**src/rtl/cntr_sched.sv**
```systemverilog
// Round-robin grant scheduler for four requesters with a counted grant window.
// Optional early window end on a dropped request: define CNTR_SCHED_ABORT_EN.
module cntr_sched #(
  parameter int unsigned N = 4
) (
  input  logic         clk,
  input  logic         reset,
  input  logic [3:0]   req,
  input  logic [N-1:0] limit,
  output logic [3:0]   gnt,
  output logic         busy,
  output logic         done,
  output logic [N-1:0] cntr_out
);

  localparam int unsigned NREQ = 4;
  localparam int unsigned PW   = 2;

  typedef enum logic [1:0] {
    IDLE    = 2'd0,
    GRANT   = 2'd1,
    RELEASE = 2'd2
  } state_e;

  state_e            state_q, state_d;
  logic [NREQ-1:0]   gnt_q, gnt_d;
  logic              busy_q, busy_d;
  logic              done_q, done_d;
  logic [N-1:0]      cntr_q, cntr_d;
  logic [N-1:0]      lim_q, lim_d;
  logic [PW-1:0]     ptr_q, ptr_d;
  logic [PW-1:0]     win_q, win_d;

  logic              win_vld_c;
  logic [PW-1:0]     win_idx_c;
  logic [PW-1:0]     cand_c;
  logic              abort_c;

  // First set request at ptr, ptr+1, ... wrapping modulo four.
  always_comb begin
    win_vld_c = 1'b0;
    win_idx_c = '0;
    cand_c    = '0;
    for (int unsigned i = 0; i < NREQ; i++) begin
      cand_c = ptr_q + PW'(i);
      if (!win_vld_c && req[cand_c]) begin
        win_vld_c = 1'b1;
        win_idx_c = cand_c;
      end
    end
  end

`ifdef CNTR_SCHED_ABORT_EN
  assign abort_c = ~req[win_q];
`else
  assign abort_c = 1'b0;
`endif

  always_comb begin
    state_d = state_q;
    gnt_d   = gnt_q;
    done_d  = 1'b0;
    cntr_d  = cntr_q;
    lim_d   = lim_q;
    ptr_d   = ptr_q;
    win_d   = win_q;
    unique case (state_q)
      IDLE: begin
        if (win_vld_c) begin
          state_d = GRANT;
          gnt_d   = NREQ'(1) << win_idx_c;
          cntr_d  = '0;
          lim_d   = limit;
          win_d   = win_idx_c;
        end
      end
      GRANT: begin
        // Counter only advances while below the captured limit, so it cannot wrap.
        if (abort_c || (cntr_q == lim_q)) begin
          state_d = RELEASE;
          gnt_d   = '0;
          done_d  = 1'b1;
          ptr_d   = win_q + PW'(1);
        end else begin
          cntr_d = cntr_q + N'(1);
        end
      end
      RELEASE: begin
        state_d = IDLE;
      end
      default: begin
        state_d = IDLE;
        gnt_d   = '0;
      end
    endcase
    busy_d = (state_d == GRANT) || (state_d == RELEASE);
  end

  always_ff @(posedge clk or negedge reset) begin
    if (!reset) begin
      state_q <= IDLE;
      gnt_q   <= '0;
      busy_q  <= 1'b0;
      done_q  <= 1'b0;
      cntr_q  <= '0;
      lim_q   <= '0;
      ptr_q   <= '0;
      win_q   <= '0;
    end else begin
      state_q <= state_d;
      gnt_q   <= gnt_d;
      busy_q  <= busy_d;
      done_q  <= done_d;
      cntr_q  <= cntr_d;
      lim_q   <= lim_d;
      ptr_q   <= ptr_d;
      win_q   <= win_d;
    end
  end

  assign gnt      = gnt_q;
  assign busy     = busy_q;
  assign done     = done_q;
  assign cntr_out = cntr_q;

endmodule

```
**config.mk**
```make
export PLATFORM = sky130hd
export DESIGN_NAME = cntr_sched
export DESIGN_NICKNAME = d
export VERILOG_FILES = /design/src/rtl/cntr_sched.sv
export SDC_FILE = /design/constraint.sdc
export NUM_CORES = 1
export LEC_CHECK = 0
export CAP_MARGIN = 15
export CORE_MARGIN = 1
export CORE_UTILIZATION = 25
export DETAILED_ROUTE_END_ITERATION = 7
export HOLD_SLACK_MARGIN = 0.02
export PLACE_DENSITY = 0.49
export SLEW_MARGIN = 30
export SYNTH_ARGS = -nofsm -noshare
export SYNTH_HDL_FRONTEND = slang
export SYNTH_SLANG_ARGS = --single-unit
```
**constraint.sdc**
```tcl
create_clock -name clk -period 2.3 [get_ports clk]
set_clock_uncertainty 0.2 [all_clocks]
set_input_delay 0.345 -clock clk [delete_from_list [all_inputs] [get_ports clk]]
set_output_delay 0.345 -clock clk [all_outputs]
set_load 0.01 [all_outputs]
```
**Word-level counts from Yosys, hierarchy flattened**

Cells that the tools add are included.

- Word-level logic and storage cells: 67
- Register bits after elaboration: 20
- Input port bits: 10
- Output and inout bits: 10

- Eq/ne operators: 8
- Magnitude comparators: 4
- Bitwise logic cells: 1
- $add $sub $neg: 5
- Reduce and logical (&&, ||, !) cells: 13
- Shift operators: 1
- Mux-type cells: 27

Operator list:

| cell | count |
|---|---|
| $mux 4 | 4 |
| $lt 2x3->1 const B | 4 |
| $mux 2 | 6 |
| $pmux 4 s3 | 1 |
| $mux 1 | 10 |
| $bmux 1 s2 | 4 |
| $pmux 4 s2 | 1 |
| $ne 2x2->1 const B | 3 |
| $reduce_and 3->1 | 2 |
| $add 2x1->2 const B | 2 |
| $add 2x2->2 const B | 2 |
| $add 4x1->4 const B | 1 |
| $eq 2x1->1 const B | 2 |
| $eq 2x2->1 const B | 2 |
| $eq 4x4->1 | 1 |
| $pmux 2 s2 | 1 |
| $reduce_and 2->1 | 2 |
| $shl 1x2->4 const A | 1 |
| $logic_and 1x1->1 | 3 |
| $logic_not 1->1 | 3 |
| $logic_not 2->1 | 1 |
| $reduce_bool 2->1 | 1 |
| $logic_or 1x1->1 | 1 |
| $not 1->1 | 1 |

**Logic depth before layout (Yosys ltp)**

Gate-level depths: netlist of run 1.

- Depth after elaboration: 16
- Gate-level depth with buffers: 5
- Depth with buffers taken out: 4

**Least setup slack after synthesis of run 1**

No wires, ideal clock.

- Path type: register to register
- Start point: register cntr_q[0], in the netlist cntr_out[0]
- End point: register gnt_q[1], in the netlist gnt[1]
- Stages on the path, launching flop included: 5
- Data required time: 1.979 ns
- Data arrival time: 1.586 ns
- Setup slack: 0.393 ns
- Period minus slack after synthesis: 1.907 ns
- Cell sequence: dfrtp_1 > xor2_1 > o41ai_4 > o21ai_2 > a22o_1

- Cells in the longest elaborated chain, start to end: 3

RTL lines:

| item | line | text |
|---|---|---|
| start, declared | 29 | `logic [N-1:0] cntr_q, cntr_d;` |
| start signal, assigned | 114 | `cntr_q <= cntr_d;` |
| $eq 4x4->1 | 79 | `if (abort_c \|\| (cntr_q == lim_q)) begin` |
| $ne 2x2->1 (no line) | -- |  |
| $reduce_and 3->1 (no line) | -- |  |
| end signal, assigned | 111 | `gnt_q <= gnt_d;` |
| end, declared | 26 | `logic [NREQ-1:0] gnt_q, gnt_d;` |

Every way passes these cells.
A chain may end at the register's enable or synchronous reset.

**Worst setup path in the final report of run 1**

- Start point: input port req[3]
- End point: register gnt_q[2], in the netlist gnt[2]

- Cells in the longest elaborated chain, start to end: 15
- Elaborated cells between the ends (all ways): 27

RTL lines:

| item | line | text |
|---|---|---|
| start, declared | 8 | `input logic [3:0] req,` |
| $bmux 1 s2 | 46 | `if (!win_vld_c && req[cand_c]) begin` |
| $mux 1 (implied by the code) | 46 |  |
| $mux 1 | 46 |  |
| $logic_not 1->1 | 46 |  |
| $logic_and 1x1->1 | 46 |  |
| $mux 1 | 46 |  |
| $logic_not 1->1 | 46 |  |
| $logic_and 1x1->1 | 46 |  |
| $mux 1 | 46 |  |
| $logic_not 1->1 | 46 |  |
| $logic_and 1x1->1 | 46 |  |
| $mux 2 | 46 |  |
| $shl 1x2->4 | 71 | `gnt_d = NREQ'(1) << win_idx_c;` |
| $mux 4 | 69 | `if (win_vld_c) begin` |
| $pmux 4 s3 | 67 | `unique case (state_q)` |

Parallel ways exist; a longest one is shown, timed or not. The select of a mux whose other input is x is not followed.

==> impl_metrics.csv, run 1 <==
group,metric,value,unit
outcome,status,"finished clean",
logic_synthesis,async_flop_share,100.0,%
layout,fin_util,35.00,%
die,die-area,4049,um2
drt,wl,1941,um
timing,setup-tns-final,0,ns
logic_synthesis,ys_seq_area_share,52.70,%
placement,gp_congestion,0.7401,
drt,ant_nets,0,
cts,cts_resized,0,
setup_path,endpoint_kind,"register",
die,row_count,22,
layout,diodes,0,
timing,fin_crit_sh,85.39,%
placement,dp.final_hpwl,1520,um
timing,slew-limit-headroom,68.12,%
logic_synthesis,yosysMostFrequentCell,"dfrtp_1",
setup_path,critPathLaunchType,"input pin",
logic_synthesis,synthCells,88,
logic_synthesis,yosys-top-cells-area,"dfrtp_1 (53%), nand2_1 (6.7%), xor2_1 (4.6%)",
timing,setup_viol,0,
drt,num_vias,738,
power,power_frac_comb,51.8,%
timing,rsz0062_at_grt,"false",
logic_synthesis,syn_nets,99,
logic_synthesis,yosys_warnings,0,
placement,io_buffers,19,
global_routing,grt-ovfl-total,0,
timing,min_period,1.964,ns
layout,seq_area,500.5,um2
power,p_leak,0.5592,nW
logic_synthesis,synth.avg_cell_area,10.79,um2
logic_synthesis,yosys_register_bits,20,
cts,cts_root_buf,"clkbuf_8",
setup_path,regToRegSetupSlack,0.43,ns
cts,ctsHoldBuffers,0,
global_routing,grt_pass1_wl,3456,um
cts,post_cts_buffers,0,
global_routing,antenna_found_initial,0,
layout,nFillCells,390,
setup_path,crit_required,2.28,ns
timing,fmax,509.2,MHz
logic_synthesis,yosys.area.top_type_share,52.70,%
logic_synthesis,netlist_area,949.7,um2
drt,wl_per_cell,11.91,um
cts,cts.clk_slew.worst_paths,0.07,ns
timing,maxSlewViolCount,0,
power,p_int,1.112,mW
setup_path,crit-reg2reg-launch,"cntr_out[2]",
setup_path,critPathKind,"in -> reg",
logic_synthesis,synth-edff-count,0,
logic_synthesis,synth-main-ff-cell,"dfrtp_1",
cts,cts_tree,"done",
die,start_util,25.94,%
worst_hold_path,hold_path_class,"in -> async",
cts,insertion_delay,0.26,ns
layout,layout-drive-gt1-share,12.17,%
layout,design_area,1281,um2
setup_path,reg2reg_to,"ptr_q[1]",
power,ir_drop,0.2861,mV
drt,viasPerCell,4.528,
power,power.switching,0.7341,mW
timing,max_slew.worst_pin.slew,0.4746,ns
global_routing,grt_usage,11.18,%
power,power_density,1441,nW/um2
cts,numCtsBuffers,3,
layout,nets,128,
run,drv_cap,0,
die,die_h,63.64,um
logic_synthesis,yosysUniqueCellTypes,30,
die,die_x,63.64,um
drt,drtIter0Drc,20,
timing,hold_viol_final,0,
placement,place_area,1240,um2
cts,clock_path_buffers,2,
cts,cts.sink_count,20,
setup_path,reg2reg_depth,4,
layout,multi_input_area,432.9,um2
layout,syn_to_final_growth,34.91,%
power,switching_share,39.76,%
logic_synthesis,synth_top_area_cell,"dfrtp_1",
power,clkPwrFrac,12.4,%
timing,hold_ws,0.2125,ns
power,p_total,1.846,mW
drt,first_pass_iters,4,
setup_path,cp_data_arrival_time,1.94,ns
global_routing,grt_pass1_vias,780,
setup_path,cp_max_fo,5,
logic_synthesis,synth_top_cells_by_count,"dfrtp_1 (20), nand2_1 (17), xor2_1 (5)",
drt,route.detailed.drc,0,
die,coreArea,3661,um2
cts,cts_max_level,1,
die,io_pins,20,
power,p_seq_share,35.8,%
global_routing,grt_max_degree,21,
## cell families after synthesis
group | share of synthesized area [%]
AND/OR/NAND/NOR | 19.10
flip-flops | 52.70
AO/OA/AOI/OAI | 17.13
XOR/XNOR | 4.611
buffers and inverters | 1.712
multiplexers | 3.425
adder cells (fa/ha/maj) | 1.317
## worst max-delay path: stages
cell             delay, ns
clkdlybuf4s50_1       0.55
nor4_1                0.10
or3_1                 0.38
or3_1                 0.41
o2bb2ai_1             0.16
## worst max path at each step
stage               slack, ns  depth (start not counted)  endpoint         from
finish                   0.34                          5    gnt[2]       req[3]
global route             0.26                          5    gnt[2]       req[1]
CTS                      0.34                          5    gnt[2]       req[3]
detailed placement       0.07                          5    gnt[2]       req[3]
global placement         0.16                          5    gnt[2]       req[3]
floorplan                0.39                          4    gnt[1]  cntr_out[0]
## layer usage
| metal | up-vias | track usage (%) | wire [um] | part of all wire, % |
|---|---|---|---|---|
| li1 | 372 | - | - | - |
| met1 | 353 | 13.23 | 878 | 45 |
| met2 | 8 | 18.88 | 976 | 50 |
| met3 | 5 | 1.087 | 22 | 1.1 |
| met4 | 0 | 7.670 | 63 | 3.2 |
| met5 | - | 0 | 0 | 0 |
## sequential cells by signal (all words and copies together), names as in the netlist
name / cells
gnt: 4
state_q: 2
cntr_out: 4
busy: 1
ptr_q: 2
lim_q: 4
done: 1
win_q: 2
## through the flow
step | instances | worst slack, ns
6_report | 163 | 0.3361
5_1_grt | 163 | 0.2595
4_1_cts | 163 | 0.3392
3_5_place_dp | 160 | 0.07141
3_3_place_gp | 160 | 0.1602
2_1_floorplan | 88 | 0.3925
## area by class of cell
type / count / share of cell area [%]
Sequential cell: 20 / 39.06
Timing Repair Buffer: 25 / 18.36
Multi-Input combinational cell: 64 / 33.79
Tap cell: 48 / 4.687
Clock buffer: 3 / 3.223
Inverter: 3 / 0.8789
## power groups by stage
stage | registers (mW) | logic (mW) | clock network (mW)
finish | 0.662 | 0.956 | 0.229
global route | 0.693 | 1.08 | 0.247
CTS | 0.665 | 0.971 | 0.237
detailed placement | 0.673 | 0.964 | 0
global placement | 0.670 | 0.954 | 0
floorplan | 0.675 | 0.571 | 0
## placed cells by master, fill, tap and decap left out, types with 3 or more instances in the layout
master,count
nand3_1,3
nand2_1,17
clkbuf_8,3
buf_4,6
nor2_1,3
xor2_1,5
a22o_1,3
inv_1,3
o21ai_0,3
clkdlybuf4s50_1,19
dfrtp_1,20
No activity file was read; power rests on OpenSTA's default activity.
==> inputs of run 2 (changes only) <==
--- a/config.mk
+++ b/config.mk
@@ -11,6 +11,7 @@
 export DETAILED_ROUTE_END_ITERATION = 7
 export HOLD_SLACK_MARGIN = 0.02
 export PLACE_DENSITY = 0.49
+export REMOVE_ABC_BUFFERS = 1
 export SLEW_MARGIN = 30
 export SYNTH_ARGS = -nofsm -noshare
 export SYNTH_HDL_FRONTEND = slang
==> run 2 against run 1 <==
Effect of this change:
- die area is the same
- via count increased by 0.68%
- cell area grew 0.49%
- critical path type unchanged
- critical endpoint unchanged
- largest power group unchanged
- critical path depth stayed put
- wire length grew 5.2%
==> impl_metrics.csv, run 2 (synthesis results as in run 1) <==
group,metric,value,unit
outcome,status,"finished clean",
die,row_count,22,
drt,wl_per_cell,12.52,um
global_routing,grt-ovfl-total,0,
placement,io_buffers,19,
power,clkPwrFrac,14.5,%
layout,final_common_cell,"dfrtp_1",
cts,insertion_delay,0.26,ns
timing,min_period,1.892,ns
run,drv_cap,0,
worst_hold_path,hold_path_class,"in -> async",
die,die_h,63.64,um
drt,met2_length,929,um
placement,gp_congestion,0.7904,
die,start_util,25.94,%
timing,maxSlewViolCount,0,
power,power_frac_comb,50.2,%
setup_path,crit_start,"req[3]",
timing,setup_viol,0,
drt,route.detailed.drc,0,
cts,cts_max_level,1,
drt,met1Wirelength,1000,um
cts,ctsHoldBuffers,0,
layout,layout-drive-gt1-share,12.17,%
setup_path,critPathKind,"in -> reg",
drt,num_vias,743,
power,ir_drop,0.4785,mV
timing,rsz0062_at_grt,"false",
global_routing,grt_usage,12.13,%
die,coreArea,3661,um2
timing,slew-limit-headroom,67.40,%
cts,numCtsBuffers,3,
drt,viasPerCell,4.558,
placement,dp_slack,0.1378,ns
setup_path,cp_data_arrival_time,1.89,ns
timing,max_slew.worst_pin.slew,0.4853,ns
power,p_seq_share,35.3,%
drt,ant_nets,0,
layout,nets,127,
die,die-area,4049,um2
power,power.switching,0.7415,mW
layout,final_cell_mix,"dfrtp_1 (20), clkdlybuf4s50_1 (19), nand2_1 (17), xor2_1 (5), buf_4 (5)",
cts,cts.clk_slew.worst_paths,0.08,ns
setup_path,endpoint_kind,"register",
drt,wl,2041,um
drt,wl_met3,35,um
die,die_x,63.64,um
placement,dp.final_hpwl,1472,um
timing,fmax,528.4,MHz
layout,syn_to_final_growth,35.57,%
drt,first_pass_iters,3,
setup_path,cp_max_fo,5,
cts,cts.sink_count,20,
drt,drtIter0Drc,12,
cts,post_cts_buffers,0,
setup_path,critPathLaunchType,"input pin",
setup_path,crit_required,2.29,ns
cts,cts_tree,"done",
die,io_pins,20,
setup_path,crit-reg2reg-launch,"cntr_out[2]",
cts,clock_path_buffers,2,
global_routing,antenna_found_initial,0,
power,switching_share,39.46,%
power,power_density,1459,nW/um2
timing,hold_viol_final,0,
global_routing,grt_pass1_wl,3629,um
drt,top_layer,"met4",
power,p_leak,0.5619,nW
global_routing,grt_pass1_vias,775,
timing,setup-tns-final,0,ns
global_routing,grt_max_degree,21,
power,p_int,1.137,mW
cts,cts_root_buf,"clkbuf_8",
layout,diodes,0,
timing,fin_crit_sh,82.28,%
timing,layout_setup_ws,0.4076,ns
cts,cts_resized,0,
==> run 2: worst paths after layout <==
check / end / slack (ns) / cells after the start
max in group asynchronous: lim_q[0] / 1.47 / 2
worst max-delay path: gnt[2] / 0.41 / 5
worst max register to register: ptr_q[1] / 0.46 / 4
worst min register to register: gnt[0] / 0.30 / 1
worst min-delay path: state_q[0] / 0.22 / 2
min in group clk: gnt[0] / 0.30 / 1
==> run 2: stage by stage <==
| stage | total power [mW] | utilization (%) | instance area, um2 | instances | hold slack (ns) |
|---|---|---|---|---|---|
| floorplan | 1.238 | - | 944.7 | 87 | -0.1506 |
| global placement | 1.617 | 33.66 | 1232 | 159 | 0.2854 |
| detailed placement | 1.627 | 33.66 | 1232 | 159 | 0.2838 |
| CTS | 1.909 | 35.17 | 1287 | 163 | 0.2268 |
| global route | 2.051 | 35.17 | 1287 | 163 | 0.2292 |
| finish | 1.879 | 35.17 | 1287 | 163 | 0.2173 |
==> run 2: cell type report <==
cell class | instances | area [um2]
clock buffers | 4 | 55.05
fillers | 391 | 2374
inverters | 3 | 11.26
multi-input cells | 64 | 432.9
flip-flops and latches | 20 | 500.5
well taps | 48 | 60.06
repair buffers | 24 | 227.7
==> run 2: critical path, cell delays in order <==
cell and delay (ns):
clkdlybuf4s50_1 0.54, nor4_1 0.10, or3_1 0.36, or3_1 0.41
o2bb2ai_1 0.13
==> run 2: power groups by stage <==
stage | combinational [mW] | clock, mW | sequential (mW)
after global placement | 0.947 | 0 | 0.670
after floorplan | 0.563 | 0 | 0.675
after CTS | 0.961 | 0.283 | 0.665
after detailed placement | 0.957 | 0 | 0.670
after global routing | 1.06 | 0.301 | 0.685
final | 0.943 | 0.273 | 0.663
==> run 2: per-layer routing <==
layer / up-vias / GRT usage (%)
li1: 369 / -
met1: 358 / 15.77
met2: 11 / 17.55
met3: 5 / 2.174
met4: 0 / 9.375
met5: - / 0
==> inputs of run 3 (changes only) <==
==> constraint.sdc (replaced) <==
create_clock -name clk -period 1.8 [get_ports clk]
set_clock_uncertainty 0.2 [all_clocks]
set_input_delay 0.27 -clock clk [delete_from_list [all_inputs] [get_ports clk]]
set_output_delay 0.27 -clock clk [all_outputs]
set_load 0.01 [all_outputs]
==> run 3 against run 2 <==
Effect of this change:
- core utilization rose by 3.5 points
- register-to-register slack got worse by 0.41 ns
- wire length rose by 2.5%
- cell area rose by 9.8%
- flip-flop and latch count did not move
- setup slack got worse by 0.37 ns
- die area did not move
- global-route usage fell by 1.2 points
- critical endpoint is now cntr_out[2]
==> impl_metrics.csv, run 3 (synthesis results as in run 1) <==
group,metric,value,unit
outcome,status,"finished clean",
cts,cts.clk_slew.worst_paths,0.07,ns
die,start_util,25.94,%
timing,slew-limit-headroom,71.09,%
cts,clock_path_buffers,2,
timing,rsz0062_at_grt,"true",
drt,num_vias,778,
placement,io_buffers,19,
run,drv_cap,0,
timing,fmax,567.1,MHz
timing,max_slew.worst_pin.slew,0.4303,ns
layout,final_cells,172,
power,p_seq_share,32.7,%
die,die-area,4049,um2
layout,final_cell_mix,"dfrtp_1 (20), nand2_1 (17), clkdlybuf4s50_1 (15), buf_4 (14)",
timing,min_period,1.763,ns
global_routing,grt_pass1_wl,3443,um
die,die_x,63.64,um
power,switching_share,39.01,%
cts,insertion_delay,0.25,ns
drt,first_pass_iters,4,
cts,cts_root_buf,"clkbuf_8",
timing,maxSlewViolCount,0,
timing,hold_viol_final,0,
die,coreArea,3661,um2
global_routing,grt-ovfl-total,0,
layout,nFillCells,361,
placement,place_area,1300,um2
power,clkPwrFrac,13.3,%
die,io_pins,20,
global_routing,grt_pass1_vias,791,
layout,fin_util,38.62,%
setup_path,critPathKind,"reg -> out",
drt,drtIter0Drc,12,
placement,gp_congestion,0.7494,
setup_path,cp_max_fo,4,
setup_path,critPathLaunchType,"register",
die,row_count,22,
cts,numCtsBuffers,3,
layout,design_area,1414,um2
global_routing,grt_max_degree,21,
drt,ant_nets,0,
worst_hold_path,hold_path_class,"in -> async",
global_routing,antenna_found_initial,0,
setup_path,crit_required,1.33,ns
layout,diodes,0,
power,power.switching,0.9898,mW
timing,fin_crit_sh,97.97,%
power,p_leak,0.6566,nW
timing,setup_viol,0,
power,p_int,1.547,mW
cts,cts.sink_count,20,
placement,place_inst,168,
layout,nets,136,
layout,layout-drive-gt1-share,24.19,%
power,power_density,1795,nW/um2
layout,syn_to_final_growth,48.88,%
layout,final_common_cell,"dfrtp_1",
setup_path,reg2reg_to,"gnt[3]",
cts,post_cts_buffers,0,
cts,cts_tree,"done",
cts,cts_max_level,1,
power,power_frac_comb,54.0,%
drt,route.detailed.drc,0,
setup_path,cp_data_arrival_time,1.29,ns
setup_path,reg2reg_depth,4,
setup_path,regToRegSetupSlack,0.05,ns
setup_path,crit-reg2reg-launch,"lim_q[1]",
power,p_total,2.537,mW
die,die_h,63.64,um
global_routing,grt_usage,10.92,%
drt,wl_per_cell,12.16,um
placement,dp.final_hpwl,1524,um
drt,viasPerCell,4.523,
setup_path,endpoint_kind,"output port",
drt,wl,2092,um
timing,hold_ws,0.1586,ns
power,ir_drop,0.6315,mV
-- run 3: repair_timing --
item                                   CTS  global route
endpoints found under the hold margin    0             0
resized for setup                        1            11
setup endpoints to repair                1             7
pin swaps                                0             1
hold buffers                             0             0
-- run 3: layout make-up --
class | count | area, um2 | area share (%)
Sequential cell | 20 | 500.5 | 35.40
Multi-Input combinational cell | 64 | 481.7 | 34.07
Timing Repair Buffer | 33 | 305.3 | 21.59
Tap cell | 48 | 60.06 | 4.248
Clock buffer | 4 | 55.05 | 3.894
Inverter | 3 | 11.26 | 0.7965
-- run 3: layer usage --
layer / global-route usage [%] / vias up / part of all wire [%]
met2: 16.36 / 8 / 47
met5: 0 / - / 0
li1: - / 386 / -
met1: 14.94 / 382 / 50
met3: 1.630 / 2 / 1.1
met4: 5.966 / 0 / 1.3
-- run 3: worst max path at each step --
stage                 from          end  slack (ns)  depth (start not counted)
3_3_place_gp        req[0]  cntr_out[3]       -0.18                          6
3_5_place_dp        req[0]  cntr_out[2]       -0.26                          6
2_1_floorplan  cntr_out[0]       gnt[1]       -0.11                          4
6_report       cntr_out[2]  cntr_out[2]        0.04                          2
5_1_grt        cntr_out[3]     ptr_q[1]       -0.05                          4
4_1_cts        cntr_out[0]  cntr_out[0]        0.03                          2
-- run 3: power groups by stage --
stage          Combinational [mW]  Clock, mW  Sequential, mW
3_3_place_gp                 1.32          0           0.828
5_1_grt                      1.50      0.371           0.859
4_1_cts                      1.35      0.351           0.818
6_report                     1.37      0.337           0.829
2_1_floorplan               0.720          0           0.863
3_5_place_dp                 1.34          0           0.823
-- run 3: worst max-delay path, stage by stage, from the launching register on --
cell and delay, ns:
dfrtp_1 0.38, buf_4 0.14, clkdlybuf4s50_1 0.53
-- run 3: metrics by stage --
step	setup TNS [ns]	setup slack [ns]
finish	0	0.03659
global route	-0.06638	-0.04524
CTS	0	0.02624
global placement	-1.877	-0.1782
floorplan	-0.2621	-0.1075
detailed placement	-2.971	-0.2626
